`src/rtl/eth_link_pulse.sv`:
```
// eth_link_pulse: Ethernet link pulse generator and link integrity monitor.
//
// Transmit side: a free-running period counter (c_out) emits a single normal
// link pulse (MODE=0) or a 33-slot fast link pulse burst carrying lcw (MODE=1)
// once per period. tx_en suppresses generation and parks the counter at 0.
// Receive side: rx_nlp is synchronised, rising edges are timed against a gap
// timer, and a two-state FSM tracks LINK_FAIL / LINK_PASS.
//
// Ports:
//   clk      in   clock, rising edge
//   resetn   in   asynchronous active-low reset
//   tx_en    in   data transmission active, suppresses pulses
//   lcw      in   [15:0] FLP link code word (ignored for MODE=0)
//   rx_nlp   in   asynchronous received link pulse line
//   rx_act   in   synchronous receive activity, keeps the link alive
//   tx_nlp   out  transmitted link pulse
//   go       out  one-cycle strobe at start of each pulse / burst
//   c_out    out  [CNT_W-1:0] period counter
//   link_ok  out  high while in LINK_PASS
module eth_link_pulse #(
    parameter int unsigned PERIOD_CYC  = 800000,
    parameter int unsigned PULSE_CYC   = 5,
    parameter int unsigned MODE        = 0,
    parameter int unsigned SLOT_CYC    = 3125,
    parameter int unsigned MIN_GAP_CYC = 100000,
    parameter int unsigned LOSS_CYC    = 5000000,
    parameter int unsigned PASS_CNT    = 2,
    parameter int unsigned CNT_W       = 32
) (
    input  logic             clk,
    input  logic             resetn,
    input  logic             tx_en,
    input  logic [15:0]      lcw,
    input  logic             rx_nlp,
    input  logic             rx_act,
    output logic             tx_nlp,
    output logic             go,
    output logic [CNT_W-1:0] c_out,
    output logic             link_ok
);

    localparam int unsigned OFF_W     = $clog2(SLOT_CYC + 1);
    localparam int unsigned SLOT_W    = 6;
    localparam int unsigned NUM_SLOTS = 33;
    localparam int unsigned GAP_W     = $clog2(LOSS_CYC + 1);
    localparam int unsigned PCNT_W    = $clog2(PASS_CNT + 1);

    typedef enum logic [0:0] {LinkFail, LinkPass} link_state_e;

    // ------------------------------------------------------------------
    // Transmit
    // ------------------------------------------------------------------
    logic [CNT_W-1:0]  cnt_q, cnt_d;
    logic [OFF_W-1:0]  off_q, off_d;    // offset within current FLP slot
    logic [SLOT_W-1:0] slot_q, slot_d;  // FLP slot index, saturates at 33
    logic [15:0]       lcw_q, lcw_d;
    logic              go_q, go_d;
    logic              tx_q, tx_d;
    logic              pulse;

    always_comb begin
        cnt_d  = cnt_q;
        off_d  = off_q;
        slot_d = slot_q;
        if (tx_en || cnt_q == CNT_W'(PERIOD_CYC - 1)) begin
            cnt_d  = '0;
            off_d  = '0;
            slot_d = '0;
        end else begin
            cnt_d = cnt_q + CNT_W'(1);
            if (off_q == OFF_W'(SLOT_CYC - 1)) begin
                off_d = '0;
                if (slot_q != SLOT_W'(NUM_SLOTS)) begin
                    slot_d = slot_q + SLOT_W'(1);
                end
            end else begin
                off_d = off_q + OFF_W'(1);
            end
        end

        go_d  = !tx_en && (cnt_d == '0);
        // Word is captured at burst start so mid-burst lcw changes are ignored
        lcw_d = go_d ? lcw : lcw_q;

        if (MODE == 0) begin
            pulse = cnt_d < CNT_W'(PULSE_CYC);
        end else begin
            // Even slots are clock pulses; odd slot 2k+1 carries lcw[k]
            pulse = (slot_d < SLOT_W'(NUM_SLOTS)) && (off_d < OFF_W'(PULSE_CYC)) &&
                    (!slot_d[0] || lcw_d[slot_d[4:1]]);
        end
        tx_d = !tx_en && pulse;
    end

    always_ff @(posedge clk or negedge resetn) begin
        if (!resetn) begin
            cnt_q  <= CNT_W'(PERIOD_CYC - 1);
            off_q  <= '0;
            slot_q <= '0;
            lcw_q  <= '0;
            go_q   <= 1'b0;
            tx_q   <= 1'b0;
        end else begin
            cnt_q  <= cnt_d;
            off_q  <= off_d;
            slot_q <= slot_d;
            lcw_q  <= lcw_d;
            go_q   <= go_d;
            tx_q   <= tx_d;
        end
    end

    assign c_out  = cnt_q;
    assign go     = go_q;
    // Gate with the live tx_en so a pulse is cut in the same cycle tx_en rises
    assign tx_nlp = tx_q & ~tx_en;

    // ------------------------------------------------------------------
    // Receive / link integrity
    // ------------------------------------------------------------------
    logic [2:0]        sync_q;  // [1:0] synchroniser, [2] edge-detect history
    logic [GAP_W-1:0]  gap_q;
    logic [PCNT_W-1:0] pcnt_q;
    logic              first_q; // next pulse is the first since reset
    link_state_e       state_q;
    logic              rx_ev;

    assign rx_ev = sync_q[1] & ~sync_q[2];

    always_ff @(posedge clk or negedge resetn) begin
        if (!resetn) begin
            sync_q  <= '0;
            gap_q   <= '0;
            pcnt_q  <= '0;
            first_q <= 1'b1;
            state_q <= LinkFail;
        end else begin
            sync_q <= {sync_q[1:0], rx_nlp};
            if (rx_ev) begin
                gap_q   <= '0;
                first_q <= 1'b0;
                if (first_q || gap_q >= GAP_W'(MIN_GAP_CYC)) begin
                    if (state_q == LinkFail) begin
                        if (pcnt_q == PCNT_W'(PASS_CNT - 1)) begin
                            state_q <= LinkPass;
                            pcnt_q  <= '0;
                        end else begin
                            pcnt_q <= pcnt_q + PCNT_W'(1);
                        end
                    end
                end else begin
                    // Early pulse: breaks the run but never drops an up link
                    pcnt_q <= '0;
                end
            end else if (rx_act) begin
                gap_q <= '0;
            end else if (gap_q != GAP_W'(LOSS_CYC)) begin
                gap_q <= gap_q + GAP_W'(1);
                if (state_q == LinkPass && gap_q == GAP_W'(LOSS_CYC - 1)) begin
                    state_q <= LinkFail;
                    pcnt_q  <= '0;
                end
            end
        end
    end

    assign link_ok = (state_q == LinkPass);

endmodule

```
`config.mk`:
```
export PLATFORM = sky130hd
export DESIGN_NAME = eth_link_pulse
export DESIGN_NICKNAME = d
export VERILOG_FILES = /design/src/rtl/eth_link_pulse.sv
export SDC_FILE = /design/constraint.sdc
export NUM_CORES = 1
export LEC_CHECK = 0
export BUFFER_PORTS_ARGS = -buffer_cell sky130_fd_sc_hd__buf_4
export CAP_MARGIN = 15
export CORE_UTILIZATION = 57
export CTS_CLUSTER_SIZE = 25
export DETAILED_ROUTE_END_ITERATION = 8
export GPL_TIMING_DRIVEN = 0
export HOLD_SLACK_MARGIN = 0.02
export PLACE_DENSITY = 0.88
export SLEW_MARGIN = 20
export SYNTH_ARGS = -nofsm -noshare
export SYNTH_HDL_FRONTEND = slang
export SYNTH_SLANG_ARGS = --single-unit
```
`constraint.sdc`:
```
create_clock -name clk -period 2.66 [get_ports clk]
set_input_delay 0.532 -clock clk [delete_from_list [all_inputs] [get_ports clk]]
set_output_delay 0.532 -clock clk [all_outputs]
set_load 0.01 [all_outputs]
```
==> flow_summary.ini <==
[route]
drtPass1Iterations = 5
wirelength_mm = 8.85
wl_per_cell_um = 16.5
drtIter0Drc = 185
vias_per_cell = 6.03
ant_nets = 0
drc = 0
vias = 3239

[critical_path]
crit_buf_inv = 1
worstPathMaxFanout = 7
cp-end-kind = flip-flop
r2r_setup_slack_ns = 0.08
worst_ep_arrival_time_ns = 2.82
cp.required_ns = 2.90
max_stage_delay_ns = 0.60
reg2reg_depth = 9
cp_top_family = simple AND/OR/NAND/NOR gates
path_class = flip-flop to flip-flop
crit_chain = ha_2, nand3_4, nor3_4, nand4_1, buf_4, a211oi_2, a2111oi_4, a41oi_1, nor3_1
r2r-start = c_out[0]$_DFF_PN1_
reg2reg_to = go$_DFF_PN0_
startpoint_type = flip-flop
crit_slowest_cell = dfstp_2

[floorplanning]
start_util_pct = 59.2
ioPinCount = 56
fp-row-count = 29
dieArea_um2 = 6960
core_area_um2 = 6390
die_y_um = 83.4
die_x_um = 83.4

[job]
maxCapViolCount = 0

[finish]
syn_to_final_growth_pct = 18.1
register_area_um2 = 1620
drive_gt1_share_pct = 24.1
fin_util_pct = 69.9
layout.nets = 479
fill_cells = 474
multiInputGateArea_um2 = 2020
antenna_cells = 0
layout.cells.non_filler = 537

[clocking]
htree_num_levels = 3
hold_buffers = 0
cts.sinks = 64
path_clk_slew_ns = 0.07
numCtsBuffers = 9
clk_latency_ns = 0.35
cts_tree = built
clk_path_buf_depth = 2
cts_root_buffer = clkbuf_8

[place]
io_buffers = 39
place_congestion = 0.952
dp_hpwl_mm = 5.96
dp_cells = 519

[sta]
finalCriticalPeriod_ns = 2.58
tightest_slew_ns = 0.777
finalClockSkew_ns = 0.00849
period_share_pct = 96.9
timing.fmax_mhz = 388
drv_slew = 0
hold_viol = 0
setup_violations = 0
slew_headroom_pct = 48.2
tns_ns = 0

[synth]
synth_flop_cell = dfrtp_1
syn-mean-instance-area_um2 = 9.38
synth-edff-count = 0
syn-num-nets = 427
synth_cell_type_count = 61
synth-seq-cells = 64
ys_warn_count = 0
synth_area_um2 = 3780
async_reset_ff_share_pct = 100
post_synth_inst_count = 403
synth_seq_area_share_pct = 42.8

[global_routing]
grt_pass1_wl_mm = 14.8
grt_pass1_vias = 3157
grt_usage_pct = 26.6
grt_max_degree = 65
overflow = 0
antenna_found_initial = 0

[hold_path]
hp-class = input port to async pin

[pwr]
vdd_drop_max_v = 0.000388
leakagePower_nw = 1.95
p_per_area_nw_per_um2 = 452
p_total_mw = 2.02

[outcome]
status = finished, final reports clean
[through the flow]
step | area, um2 | worst slack, ns | hold slack [ns]
floorplan | 3780 | 0.291 | 0.236
global placement | 4170 | 0.0119 | 0.337
detailed placement | 4170 | -0.0584 | 0.337
CTS | 4410 | 0.00747 | 0.277
global route | 4460 | -0.0776 | 0.274
finish | 4460 | 0.0819 | 0.265
[routing by layer]
| metal | routed length, um | vias to the layer above | share of wire [%] | GRT usage [%] |
|---|---|---|---|---|
| met5 | 0 | - | 0 | 0 |
| met4 | 170 | 0 | 1.9 | 12.8 |
| met3 | 612 | 19 | 6.9 | 4.87 |
| met2 | 4450 | 149 | 50 | 44.1 |
| met1 | 3620 | 1549 | 41 | 33.6 |
| li1 | - | 1522 | - | - |
[flip-flops by register name, indices dropped and copies added, names as in the netlist]
name and cells:
c_out 32, first_q 1, gap_q 23, go 1
link_ok 1, pcnt_q 2, sync_q 3, tx_q 1
[area by class of cell]
cell class,count,area share (%)
clock inverter,7,2.13
clock buffer,9,2.78
tap,77,2.16
inverter,9,0.757
timing repair buffer,43,7.23
sequential,64,36.3
buffer,22,3.31
multi-input combinational,306,45.4
[how the worst max path moves through the flow]
| stage | cells after the start | slack (ns) | to | start |
|---|---|---|---|---|
| 2_1_floorplan | 8 | 0.29 | tx_q$_DFF_PN0_ | c_out[23]$_DFF_PN0_ |
| 3_3_place_gp | 8 | 0.01 | tx_q$_DFF_PN0_ | c_out[0]$_DFF_PN1_ |
| 3_5_place_dp | 8 | -0.06 | tx_q$_DFF_PN0_ | c_out[0]$_DFF_PN1_ |
| 4_1_cts | 8 | 0.007 | tx_q$_DFF_PN0_ | c_out[23]$_DFF_PN0_ |
| 5_1_grt | 9 | -0.08 | go$_DFF_PN0_ | c_out[0]$_DFF_PN1_ |
| 6_report | 9 | 0.08 | go$_DFF_PN0_ | c_out[0]$_DFF_PN1_ |
[cells in the mapped netlist (all sizes together) (7+ instances only)]
cell	n	area, um2
and3	10	62.6
and4	12	106
buf	16	123
clkbuf	8	30.0
dfrtp	50	1250
dfstp	14	368
inv	9	33.8
nand2	21	78.8
nand3	24	120
nand4	20	140
nor2	69	259
nor3	14	86.3
nor4	7	43.8
xnor2	19	166
xor2	33	289
[layout by cell type, fill, tap and decap left out, types with 3 or more instances in the layout]
master	n
nor2_1	69
nor4_1	5
dfstp_2	14
buf_6	6
or4_1	3
o21ai_0	5
xnor2_1	19
and3_1	10
nand2_1	21
xor2_1	33
nor2b_1	5
nand4_1	19
nor3_1	12
clkbuf_8	9
a21oi_1	6
buf_4	45
buf_2	7
nand2b_1	4
or3_1	4
and2_1	4
clkbuf_1	6
nand3_1	23
dfrtp_1	50
and4_1	10
inv_1	9
[worst reg2reg max path, delay by kind of cell, from the launching register on]
kind                     cells  cell delay [ns]
AO/OA/AOI/OAI                3             0.55
adder cells (fa/ha/maj)      1             0.25
buffers and inverters        1             0.24
flip-flops                   1             0.60
AND/OR/NAND/NOR              4             0.83
[cells by family after synthesis]
logic type	after synthesis	share of synthesized area [%]
XOR/XNOR	52	12.0
AO/OA/AOI/OAI	38	8.41
adder cells (fa/ha/maj)	3	0.993
buffers and inverters	33	4.93
flip-flops	64	42.8
AND/OR/NAND/NOR	211	30.3
multiplexers	2	0.530
[repair_timing]
item,in CTS,in global routing
setup endpoints to repair,5,28
endpoints found under the hold margin,0,0
gates resized for setup,3,8
pin swaps,2,5
setup buffers,0,4
cloned,0,0
[where the power goes]
part / internal [mW] / switching [mW]
registers: 0.988 / 0.0126
logic: 0.0290 / 0.0558
clock network: 0.528 / 0.404
total: 1.54 / 0.472
(Power assumes the default switching activity.)
